===== src/rtl/rom_browser_pkg.sv =====
// Shared types and default timing constants for rom_browser.
package rom_browser_pkg;

   typedef enum logic {MANUAL = 1'b0, AUTO = 1'b1} mode_e;

   typedef enum logic [1:0] {
      IDLE  = 2'd0,
      WAIT  = 2'd1,
      SHIFT = 2'd2,
      DONE  = 2'd3
   } conv_state_e;

   localparam logic [23:0] CNT_MAX_DEF = 24'd9_999_999;
   localparam logic [19:0] DEB_MAX_DEF = 20'd999_999;

endpackage


===== src/rtl/key_debounce.sv =====
// One pushbutton: 2-FF synchroniser, stable-time debouncer and a one-cycle
// pulse on the debounced press (high-to-low) transition.
module key_debounce
   import rom_browser_pkg::*;
#(
   parameter logic [19:0] DEB_MAX = DEB_MAX_DEF
) (
   input  logic i_clk,
   input  logic i_rst_n,
   input  logic i_key_n,
   output logic o_press
);

   logic [1:0]  r_sync;
   logic        r_state;
   logic [19:0] r_cnt;

   // A new level is taken only after DEB_MAX+1 consecutive differing samples.
   always_ff @(posedge i_clk or negedge i_rst_n) begin
      if (!i_rst_n) begin
         r_sync  <= 2'b11;
         r_state <= 1'b1;
         r_cnt   <= '0;
         o_press <= 1'b0;
      end else begin
         r_sync  <= {r_sync[0], i_key_n};
         o_press <= 1'b0;
         if (r_sync[1] == r_state) begin
            r_cnt <= '0;
         end else if (r_cnt == DEB_MAX) begin
            r_state <= r_sync[1];
            r_cnt   <= '0;
            o_press <= r_state;
         end else begin
            r_cnt <= r_cnt + 20'd1;
         end
      end
   end

endmodule


===== src/rtl/rom_browser.sv =====
// Steps a ROM address with debounced keys and converts each ROM word to BCD.
// Define ROM_BROWSER_AUTO_EN to add the AUTO stepping mode driven by key_mode.
module rom_browser
   import rom_browser_pkg::*;
#(
   parameter int          ADDR_W  = 8,
   parameter int          DATA_W  = 8,
   parameter int          NDIG    = 4,
   parameter logic [23:0] CNT_MAX = CNT_MAX_DEF,
   parameter logic [19:0] DEB_MAX = DEB_MAX_DEF
) (
   input  logic                sys_clk,
   input  logic                sys_rst_n,
   input  logic                key_up,
   input  logic                key_down,
   input  logic                key_mode,
   output logic [ADDR_W-1:0]   rom_addr,
   input  logic [DATA_W-1:0]   rom_data,
   output logic [4*NDIG-1:0]   bcd_out,
   output logic                bcd_valid,
   output logic                bcd_ovf,
   output logic                mode_auto
);

   localparam int BW = 4*NDIG;
   localparam int CW = $clog2(DATA_W+1);

   logic w_up, w_down, w_auto, w_auto_step, w_inc, w_dec;

   key_debounce #(.DEB_MAX(DEB_MAX)) u_key_up (
      .i_clk(sys_clk), .i_rst_n(sys_rst_n), .i_key_n(key_up), .o_press(w_up));
   key_debounce #(.DEB_MAX(DEB_MAX)) u_key_down (
      .i_clk(sys_clk), .i_rst_n(sys_rst_n), .i_key_n(key_down), .o_press(w_down));

`ifdef ROM_BROWSER_AUTO_EN
   logic        w_mode;
   mode_e       r_mode;
   logic [23:0] r_step;

   key_debounce #(.DEB_MAX(DEB_MAX)) u_key_mode (
      .i_clk(sys_clk), .i_rst_n(sys_rst_n), .i_key_n(key_mode), .o_press(w_mode));

   always_ff @(posedge sys_clk or negedge sys_rst_n) begin
      if (!sys_rst_n) begin
         r_mode <= MANUAL;
         r_step <= '0;
      end else if (w_mode) begin
         r_mode <= (r_mode == AUTO) ? MANUAL : AUTO;
         r_step <= '0;
      end else if (r_mode == AUTO) begin
         r_step <= (r_step == CNT_MAX) ? '0 : r_step + 24'd1;
      end
   end

   assign w_auto      = (r_mode == AUTO);
   // A mode press restarts the period, so it also suppresses a coincident step.
   assign w_auto_step = w_auto & ~w_mode & (r_step == CNT_MAX);
`else
   logic        w_unused_mode;
   logic [23:0] w_unused_cnt;
   assign w_unused_mode = key_mode;
   assign w_unused_cnt  = CNT_MAX;
   assign w_auto        = 1'b0;
   assign w_auto_step   = 1'b0;
`endif

   assign mode_auto = w_auto;
   assign w_inc     = w_auto ? w_auto_step : (w_up & ~w_down);
   assign w_dec     = ~w_auto & w_down & ~w_up;

   logic [ADDR_W-1:0] r_addr;
   logic              r_chg;

   // r_chg comes out of reset set so the first cycle starts a conversion.
   always_ff @(posedge sys_clk or negedge sys_rst_n) begin
      if (!sys_rst_n) begin
         r_addr <= '0;
         r_chg  <= 1'b1;
      end else begin
         r_chg <= w_inc | w_dec;
         if (w_inc)      r_addr <= r_addr + ADDR_W'(1);
         else if (w_dec) r_addr <= r_addr - ADDR_W'(1);
      end
   end

   assign rom_addr = r_addr;

   conv_state_e       r_state;
   logic              r_wcnt;
   logic [CW-1:0]     r_icnt;
   logic [BW-1:0]     r_bcd;
   logic [DATA_W-1:0] r_bin;
   logic              r_ovf;
   logic [BW-1:0]     r_bcd_out;
   logic              r_bcd_valid;
   logic              r_bcd_ovf;
   logic [BW-1:0]     w_adj;

   always_comb begin
      w_adj = r_bcd;
      for (int d = 0; d < NDIG; d++)
         if (r_bcd[4*d +: 4] >= 4'd5) w_adj[4*d +: 4] = r_bcd[4*d +: 4] + 4'd3;
   end

   always_ff @(posedge sys_clk or negedge sys_rst_n) begin
      if (!sys_rst_n) begin
         r_state     <= WAIT;
         r_wcnt      <= 1'b0;
         r_icnt      <= '0;
         r_bcd       <= '0;
         r_bin       <= '0;
         r_ovf       <= 1'b0;
         r_bcd_out   <= '0;
         r_bcd_valid <= 1'b0;
         r_bcd_ovf   <= 1'b0;
      end else begin
         r_bcd_valid <= 1'b0;
         if (r_chg) begin
            r_state <= WAIT;
            r_wcnt  <= 1'b0;
         end else begin
            case (r_state)
               IDLE: ;
               WAIT: begin
                  if (r_wcnt) begin
                     r_state <= SHIFT;
                     r_bin   <= rom_data;
                     r_bcd   <= '0;
                     r_ovf   <= 1'b0;
                     r_icnt  <= '0;
                  end else begin
                     r_wcnt <= 1'b1;
                  end
               end
               SHIFT: begin
                  {r_bcd, r_bin} <= {w_adj, r_bin} << 1;
                  r_ovf  <= r_ovf | w_adj[BW-1];
                  r_icnt <= r_icnt + CW'(1);
                  if (r_icnt == CW'(DATA_W-1)) r_state <= DONE;
               end
               DONE: begin
                  r_bcd_out   <= r_bcd;
                  r_bcd_ovf   <= r_ovf;
                  r_bcd_valid <= 1'b1;
                  r_state     <= IDLE;
               end
               default: r_state <= IDLE;
            endcase
         end
      end
   end

   assign bcd_out   = r_bcd_out;
   assign bcd_valid = r_bcd_valid;
   assign bcd_ovf   = r_bcd_ovf;

endmodule


===== config.mk =====
export PLATFORM = sky130hd
export DESIGN_NAME = rom_browser
export DESIGN_NICKNAME = d
export VERILOG_FILES = /design/src/rtl/rom_browser_pkg.sv /design/src/rtl/key_debounce.sv /design/src/rtl/rom_browser.sv
export SDC_FILE = /design/constraint.sdc
export NUM_CORES = 1
export LEC_CHECK = 0
export BUFFER_PORTS_ARGS = -buffer_cell sky130_fd_sc_hd__buf_2
export CORE_MARGIN = 3
export CORE_UTILIZATION = 60
export DETAILED_ROUTE_END_ITERATION = 6
export HOLD_SLACK_MARGIN = 0.05
export PLACE_DENSITY = 0.77
export SLEW_MARGIN = 20
export SYNTH_ARGS = -nofsm -noshare
export SYNTH_HDL_FRONTEND = slang
export SYNTH_SLANG_ARGS = --single-unit

===== constraint.sdc =====
create_clock -name sys_clk -period 3 [get_ports sys_clk]
set_clock_uncertainty 0.2 [all_clocks]
set_input_delay 0.45 -clock sys_clk [delete_from_list [all_inputs] [get_ports sys_clk]]
set_output_delay 0.45 -clock sys_clk [all_outputs]
set_load 0.01 [all_outputs]

# After elaboration in Yosys (flattened, before gate mapping)
# Cells that the tools add are included.
dict set report op_classes {
  n_eq_ne 11
  shift 0
  mux 30
  multipliers 0
  n_reduce_logical 9
  n_lt_le_gt_ge 4
  bitwise_logic 9
  addsub 9
  n_div 0
}
# operator n
set op_table {}
lappend op_table {{$mux 20} 4}
lappend op_table {{$add 20x1->20 const B} 2}
lappend op_table {{$eq 20x20->1 const B} 2}
lappend op_table {{$pmux 16 s2} 1}
lappend op_table {{$mux 8} 3}
lappend op_table {{$mux 4} 5}
lappend op_table {{$add 4x2->4 const B} 4}
lappend op_table {{$ge 4x3->1 const B} 4}
lappend op_table {{$mux 16} 1}
lappend op_table {{$pmux 8 s2} 1}
lappend op_table {{$mux 1} 9}
lappend op_table {{$add 8x1->8 const B} 1}
lappend op_table {{$pmux 4 s2} 1}
lappend op_table {{$sub 8x1->8 const B} 1}
lappend op_table {{$mux 2} 3}
lappend op_table {{$ne 3x3->1 const B} 2}
lappend op_table {{$pmux 2 s3} 1}
lappend op_table {{$reduce_and 2->1} 3}
lappend op_table {{$reduce_and 3->1} 2}
lappend op_table {{$reduce_bool 2->1} 3}
lappend op_table {{$not 1->1} 5}
lappend op_table {{$add 4x1->4 const B} 1}
lappend op_table {{$eq 2x2->1 const B} 2}
lappend op_table {{$eq 4x3->1 const B} 1}
lappend op_table {{7 further kinds} 10}
dict set report word_totals {
  input_bits 13
  ram_bits 0
  latch_bits 0
  rom_bits 0
  memories 0
  reg_bits 107
}

# Depth between registers and ports, before layout
# Gate-level depths: netlist (run 1).
dict set report logic_depth {
  ltp_word 4
  mapped_depth 9
  ltp_nobuf 9
}

# Cells and area by module
# From an unflattened synthesis (run 1), not the netlist that was laid out.
dict set report unflattened {
  cells_unflattened 537
  hier_area_um2 5320.1
}
# module area_per_inst_um2 seq_area_each_um2 n_inst cells_per_inst
set by_module_without_submodules {}
lappend by_module_without_submodules {rom_browser 3040.4 1478.9 1 305}
lappend by_module_without_submodules {key_debounce 1139.8 604.3 2 116}

# Worst setup path after synthesis (run 1)
# Ideal clock, no wire load.
dict set report synth_path {
  path_type {flip-flop to flip-flop}
  startpoint {reg u_key_down.o_press}
  endpoint {reg r_addr[7] (netlist: rom_addr[7])}
  t_arrival_ns 1.972
  setup_time_ns 0.134
  required_ns 2.666
  setup_slack_ns 0.694
  path_stages_with_launch 10
  path_buffers 0
  cell_sequence {dfrtp_1 > inv_1 > ha_1 > inv_1 > ha_1 > a21oi_1 > o21bai_1 > or3_1 > o32ai_1 > o32ai_1}
}
dict set report synth_between {
  elab_chain_len 3
  word_cells_on_any_way 5
  cone_classes {1 x mux; 3 x bitwise; 1 x reduce/logical}
}
# item line
set synth_lines {}
lappend synth_lines {{start: declaration} key_debounce.sv:11} ;# output logic o_press
lappend synth_lines {{start signal: assignment} key_debounce.sv:33} ;# o_press <= r_state;
lappend synth_lines {{$not 1->1} rom_browser.sv:68} ;# assign w_inc = w_auto ? w_auto_step : (w_up & ~w_down);
lappend synth_lines {{$and 1x1->1} rom_browser.sv:68}
lappend synth_lines {{$mux 8 or $reduce_bool 2->1 (tied branches)} --}
lappend synth_lines {{end signal: assignment} rom_browser.sv:81} ;# if (w_inc) r_addr <= r_addr + ADDR_W'(1);
lappend synth_lines {{end signal: assignment} rom_browser.sv:82} ;# else if (w_dec) r_addr <= r_addr - ADDR_W'(1);
lappend synth_lines {{end: declaration} rom_browser.sv:71} ;# logic [ADDR_W-1:0] r_addr;
# Several ways; a longest one is shown, not always the timed one.
# A chain may end at the register's enable or synchronous reset.

# Worst setup path in the final report (run 1)
# Ends and elaborated chain as after synthesis.

==> flow_summary_export.csv, run 1 <==
group,metric,value,unit
status,status,"finished, final reports clean",
global_route,grt_max_degree,50,
critical_path,cp-start-kind,"register",
yosys,synthMuxAreaShare,4.215,%
finish,area_growth,9.610,%
power_and_ir_drop,p_leak,0.002660,uW
sta,fin_crit,2656,ps
critical_path,cp_cell_sequence,"inv_1 > ha_1 > inv_1 > ha_1 > a211oi_1 > nor3_1 > a211oi_1 > xnor2_1 > o32ai_1",
sta,hold_viol_final,0,
sta,rsz0062_at_grt,"false",
clock_network,tritoncts,"yes",
clock_network,cts_hold_buf,3,
floorplanning,dieArea,9811,um2
clock_network,clockBufferDepth,2,
critical_path,end_kind,"register",
routing,drc,0,
sta,setup_viol,0,
finish,diodes,0,
floorplanning,die_w,99.05,um
power_and_ir_drop,finalPower,2440,uW
yosys,synth_xor_area_share,8.935,%
sta,fin_tns_setup,0,ps
clock_network,clk_latency,360,ps
yosys,synth.distinct_cells,52,
floorplanning,die_y,99.05,um
global_route,grtUsageTotal,20.53,%
clock_network,cts-root-buf,"clkbuf_8",
critical_path,cp.required,3050,ps
floorplanning,fp.coreArea,8299,um2
routing,drt-pass1-iter-count,4,
yosys,synth_ff_type,"dfrtp_1",
placed_design,hpwl,6574,um
floorplanning,initial_core_util,62.60,%
clock_network,cts_resized,0,
critical_path,cp_data_arrival_time,2710,ps
power_and_ir_drop,p_per_area,428.6,nW/um2
clock_network,path_clk_slew,100,ps
yosys,synth_top_family_by_area,"simple AND/OR/NAND/NOR gates",
yosys,avgSynthCellArea,10.31,um2
critical_path,slowest_stage,"dfrtp_1",
critical_path,max_stage_delay,370,ps
floorplanning,row_count,33,
yosys,ys_ff_latch,107,
sta,relSlewSlack,37.01,%
clock_network,cts_made_buffers,9,
yosys,ys_seq_area_share,51.73,%
routing,post_drt_via_cell_ratio,5.591,
yosys,synth-warning-count,0,
yosys,synth_fa_ha_area_share,5.443,%
finish,mostFrequentLayoutCells,"dfrtp_1, nor2_1, nand2_1, o21ai_0, buf_2",
power_and_ir_drop,ir_drop,232.7,uV
floorplanning,io_pins,40,
sta,maxSlewViolCount,0,
critical_path,critPathKind,"register to register",
yosys,netlist_area,5195,um2
min_path,hp-class,"primary input to register",
clock_network,clock-sinks,107,
yosys,synth-edff-count,0,
critical_path,cp_max_fo,7,
routing,routed_wirelength,9306,um
sta,max_freq,376.5,MHz
routing,drt_iter0_drc,124,
yosys,synth-compound-area-share,8.622,%
yosys,synth_cells,504,
routing,antenna_left,0,
global_route,grt-ovfl-total,0,
placed_design,place.gp.congestion,0.8630,
clock_network,postCtsSetupRepairBufs,0,
finish,layout.nets,578,
yosys,syn-num-nets,539,
global_route,grt_antenna_before_repair,0,
yosys,synthArstFlopShare,100.0,%
placed_design,io_buffers,37,
global_route,grt_pass1_wl,16440,um
clock_network,htree_levels,3,
routing,vias,3651,
global_route,grt_pass1_vias,3575,
finish,drive_gt1_share,15.88,%
finish,layout_commonest_cell,"dfrtp_1",
sta,fin_crit_sh,88.53,%
sta,worst_pin_slew,944.9,ps
yosys,synthSimpleGateAreaFrac,17.70,%
job,drv_cap,0,
routing,drt-wirelength-per-cell,14.25,um
## state kept, by name (all words and copies together) (netlist names), 2 cells and up
register,count
u_key_down.r_sync,2
r_bin,8
u_key_up.r_sync,2
u_key_up.r_cnt,20
u_key_down.r_cnt,20
r_bcd,16
rom_addr,8
r_state,2
bcd_out,16
r_icnt,4
## kinds of logic (layout without fill, tap and decap cells)
logic type	after synthesis	count (layout)
fa+ha+maj	22	22
other cells	1	1
flops	107	107
compound gates	80	80
mux	20	20
xor+xnor	53	53
buf+inv	37	81
simple gates	184	184
## path summary, 6_finish.rpt
kind                                            from                   end  slack (ps)  depth (start not counted)
min in group asynchronous                  sys_rst_n              r_bin[4]         430                          2
worst max register to register    u_key_down.o_press           rom_addr[7]         340                          9
worst min-delay path                     rom_data[0]              r_bin[0]         140                          3
worst min register to register  u_key_down.r_sync[0]  u_key_down.r_sync[1]         160                          0
worst max-delay path              u_key_down.o_press           rom_addr[7]         340                          9
max in group asynchronous                  sys_rst_n                 r_chg        1380                          3
## stage by stage
stage	setup WS [ps]	std cells	instance area (um2)	util [%]	hold slack [ps]
2_1_floorplan	694.0	504	5195	-	-45.59
3_3_place_gp	539.6	634	5454	65.72	145.5
3_5_place_dp	369.4	634	5454	65.72	147.9
4_1_cts	351.8	653	5694	68.61	121.7
5_1_grt	149.4	653	5694	68.61	154.2
6_report	344.1	653	5694	68.61	141.2
## power breakdown
group | leakage, uW | switching, uW | total, uW | internal (uW)
logic | 0.00114 | 46.6 | 66.9 | 20.4
registers | 0.00142 | 9.32 | 1460 | 1450
clock network | 0.000103 | 493 | 911 | 418
## critical path: cells and delay by family (launching register included)
kind                     cells  cell delay [ps]
XOR/XNOR                     1              100
buffers and inverters        2              250
AND/OR/NAND/NOR              1              140
adder cells (fa/ha/maj)      2              590
AO/OA/AOI/OAI                3              900
flip-flops                   1              370
## synthesized netlist by cell type, drive strengths merged, types with 2 or more instances
library cell	number	area [um2]
xor2	30	262.8
dfstp	8	210.2
o21ai	42	210.2
nand2	55	216.5
nand3	20	105.1
dfrtp	99	2477
clkbuf	7	26.28
mux2i	8	80.08
nor4	5	52.55
o32ai	5	43.79
inv	20	75.07
nand2b	6	37.54
nor2	55	206.5
buf	9	63.80
mux2	12	138.9
o22ai	4	25.02
nor3b	5	37.54
a31oi	4	25.02
or3	3	23.77
and4	3	26.28
a21oi	18	90.09
nor3	10	50.05
a211oi	3	22.52
nand4	7	50.05
and3	7	43.79
xnor2	23	201.4
o21bai	2	15.01
ha	21	262.8
## routing by layer
metal | wire length, um | track usage (%) | up-vias
met5 | 0 | 0 | -
met4 | 60 | 6.618 | 0
met3 | 264 | 3.043 | 4
met2 | 4665 | 34.81 | 47
met1 | 4316 | 27.23 | 1794
li1 | - | - | 1806
## final cells by class
cell class | instances | area [um2]
flip-flops and latches | 107 | 2688
clock inverters | 6 | 72.57
fillers | 641 | 2605
repair buffers | 44 | 247.7
well taps | 105 | 131.4
clock buffers | 10 | 137.6
inverters | 21 | 80.08
multi-input cells | 360 | 2337
Note: power is estimated with default switching activity, not from simulation.
==> inputs of run 2 (changes only) <==
--- a/config.mk
+++ b/config.mk
@@ -6,11 +6,13 @@
 export NUM_CORES = 1
 export LEC_CHECK = 0
 export BUFFER_PORTS_ARGS = -buffer_cell sky130_fd_sc_hd__buf_2
+export CELL_PAD_IN_SITES_DETAIL_PLACEMENT = 1
+export CELL_PAD_IN_SITES_GLOBAL_PLACEMENT = 2
 export CORE_MARGIN = 3
-export CORE_UTILIZATION = 60
+export CORE_UTILIZATION = 39
 export DETAILED_ROUTE_END_ITERATION = 6
 export HOLD_SLACK_MARGIN = 0.05
-export PLACE_DENSITY = 0.77
+export PLACE_DENSITY = 0.76
 export SLEW_MARGIN = 20
 export SYNTH_ARGS = -nofsm -noshare
 export SYNTH_HDL_FRONTEND = slang
==> run 2 against run 1 <==
  * Die area is 50% higher
  * Fmax shrank 0.75%
  * Clock-buffer cell count grew 3
  * Core utilization shrank 23 points
  * Via count increased by 0.68%
  * Flip-flop and latch count unchanged
  * Sequential share of layout area is 1.4 points lower
  * Final cell count increased by 10%
  * Total power rose by 11%
  * Setup slack got worse by 20 ps
  * Largest cell class unchanged
==> flow_summary_export.csv, run 2 (synthesis gave the netlist of run 1 again) <==
group,metric,value,unit
global_route,grt_max_degree,53,
clock_network,tritoncts,"yes",
floorplanning,dieArea,14740,um2
finish,finalInstanceArea,5863,um2
power_and_ir_drop,p_seq_share,53.9,%
sta,fin_crit,2676,ps
clock_network,cts-root-buf,"clkbuf_16",
floorplanning,die_y,121.4,um
power_and_ir_drop,clkPwrFrac,43.6,%
floorplanning,fp.coreArea,12820,um2
critical_path,critPathTopFamily,"compound AO/OA/AOI/OAI gates",
global_route,grt-ovfl-total,0,
clock_network,cts_resized,0,
global_route,grtUsageTotal,16.04,%
routing,drt_iter0_drc,116,
min_path,holdPathStages,0,
finish,mostFrequentLayoutCells,"dfrtp_1, nor2_1, nand2_1, o21ai_0, buf_2",
placed_design,placed_area,5543,um2
critical_path,reg2reg_depth,9,
routing,routed_wirelength,10830,um
critical_path,cp_data_arrival_time,2690,ps
routing,antenna_left,0,
global_route,grt_pass1_vias,3876,
critical_path,cp-start-kind,"register",
power_and_ir_drop,intPower,2144,uW
clock_network,clk_latency,350,ps
routing,drt-wirelength-per-cell,15.06,um
critical_path,startpoint,"u_key_down.o_press",
critical_path,cp_max_fo,7,
power_and_ir_drop,ir_drop,287.4,uV
finish,drive_gt1_share,15.17,%
sta,maxSlewViolCount,0,
power_and_ir_drop,pwr-share-comb,2.5,%
placed_design,place.gp.congestion,0.7558,
clock_network,htree_levels,3,
power_and_ir_drop,p_sw,574.3,uW
min_path,hold_end,"u_key_up.r_sync[1]",
sta,fin_tns_setup,0,ps
floorplanning,row_count,41,
critical_path,end_kind,"register",
power_and_ir_drop,p_leak,0.002699,uW
floorplanning,io_pins,40,
routing,vias,3676,
min_path,hp-class,"register to register",
floorplanning,die_w,121.4,um
finish,fillers,1455,
placed_design,pre_cts_ws,390.2,ps
clock_network,cts_hold_buf,3,
critical_path,max_stage_delay,390,ps
clock_network,postCtsSetupRepairBufs,0,
routing,drc,0,
finish,layout_commonest_cell,"dfrtp_1",
floorplanning,initial_core_util,40.51,%
power_and_ir_drop,p_sw_share,21.13,%
finish,final_util,45.72,%
sta,rsz0062_at_grt,"false",
placed_design,io_buffers,37,
job,drv_cap,0,
clock_network,path_clk_slew,70,ps
finish,layout.nets,577,
sta,max_freq,373.7,MHz
min_path,hp-start,"u_key_up.r_sync[0]",
sta,setup_viol,0,
finish,diodes,0,
sta,relSlewSlack,31.77,%
critical_path,cp.required,3010,ps
placed_design,hpwl,7399,um
sta,fin_crit_sh,89.20,%
critical_path,crit_buf_inv,2,
routing,post_drt_via_cell_ratio,5.113,
critical_path,slowest_stage,"ha_1",
critical_path,r2r-start,"u_key_down.o_press",
critical_path,cp_cell_sequence,"inv_1 > ha_1 > inv_1 > ha_1 > a21oi_1 > o21bai_1 > or3_1 > o32ai_1 > o32ai_1",
clock_network,clock-sinks,107,
sta,setup_ws,323.9,ps
clock_network,cts_made_buffers,9,
critical_path,critPathKind,"register to register",
status,status,"finished, final reports clean",
sta,hold_viol_final,0,
finish,area_growth,12.86,%
clock_network,clockBufferDepth,2,
global_route,grt_pass1_wl,19000,um
power_and_ir_drop,p_per_area,463.6,nW/um2
sta,worst_pin_slew,1023,ps
critical_path,worst_r2r_endpoint,"rom_addr[7]",
global_route,grt_antenna_before_repair,0,
critical_path,ff2ff_setup_slack,320,ps
finish,reg_top3,"u_key_down.r_cnt: 20 flops, u_key_up.r_cnt: 20 flops",
routing,drt-pass1-iter-count,4,
## run 2: changes by cell type in the layout (fill, tap and decap cells not counted)
| cell | before | now |
|---|---|---|
| buf_12 | 0 | 1 |
| inv_6 | 2 | 0 |
| clkinv_2 | 1 | 3 |
| clkbuf_1 | 0 | 3 |
| clkinvlp_4 | 1 | 0 |
| clkbuf_8 | 10 | 1 |
| buf_4 | 5 | 3 |
| clkinv_4 | 2 | 0 |
| clkbuf_16 | 0 | 9 |
## run 2: cell type report
| class | count | area [um2] | share of cell area [%] |
|---|---|---|---|
| clock buffers | 13 | 250.2 | 4.268 |
| clock inverters | 3 | 40.04 | 0.6829 |
| inverters | 21 | 80.08 | 1.366 |
| multi-input cells | 360 | 2337 | 39.86 |
| flip-flops and latches | 107 | 2688 | 45.84 |
| well taps | 172 | 215.2 | 3.671 |
| repair buffers | 43 | 252.7 | 4.311 |
## run 2: power by group through the flow
| stage | sequential, uW | combinational [uW] | clock [uW] |
|---|---|---|---|
| 2_1_floorplan | 1490 | 25.6 | 0 |
| 3_3_place_gp | 1490 | 68.4 | 0 |
| 3_5_place_dp | 1490 | 70.3 | 0 |
| 4_1_cts | 1460 | 73.4 | 1230 |
| 5_1_grt | 1460 | 82.0 | 1290 |
| 6_report | 1460 | 68.9 | 1190 |
## run 2: worst reg2reg max path: cells and delay by family, from the launching register on
kind                     cells  cell delay (ps)
flip-flops                   1              370
AO/OA/AOI/OAI                4              700
adder cells (fa/ha/maj)      2              670
AND/OR/NAND/NOR              1              320
buffers and inverters        2              260
## run 2: through the flow
step / cells / hold slack (ps) / power (uW)
3_3_place_gp: 700 / 147.5 / 1559
6_report: 719 / 157.7 / 2718
3_5_place_dp: 700 / 150.7 / 1562
5_1_grt: 719 / 158.1 / 2837
4_1_cts: 719 / 160.3 / 2770
2_1_floorplan: 504 / -45.59 / 1514
## run 2: how the worst max path moves through the flow
stage                              to  slack, ps  cells past startpoint
after global routing      rom_addr[7]        100                      9
after detailed placement  rom_addr[7]        390                      9
after CTS                 rom_addr[7]        330                      9
final                     rom_addr[7]        320                      9
after global placement    rom_addr[7]        480                      9
after floorplan           rom_addr[7]        690                      9
## run 2: metal layers
metal / global-route usage, % / vias up / routed length, um
met5: 0 / - / 0
met4: 4.202 / 0 / 98
met3: 4.615 / 7 / 300
met2: 26.91 / 38 / 5330
met1: 20.34 / 1840 / 5101
li1: - / 1791 / -
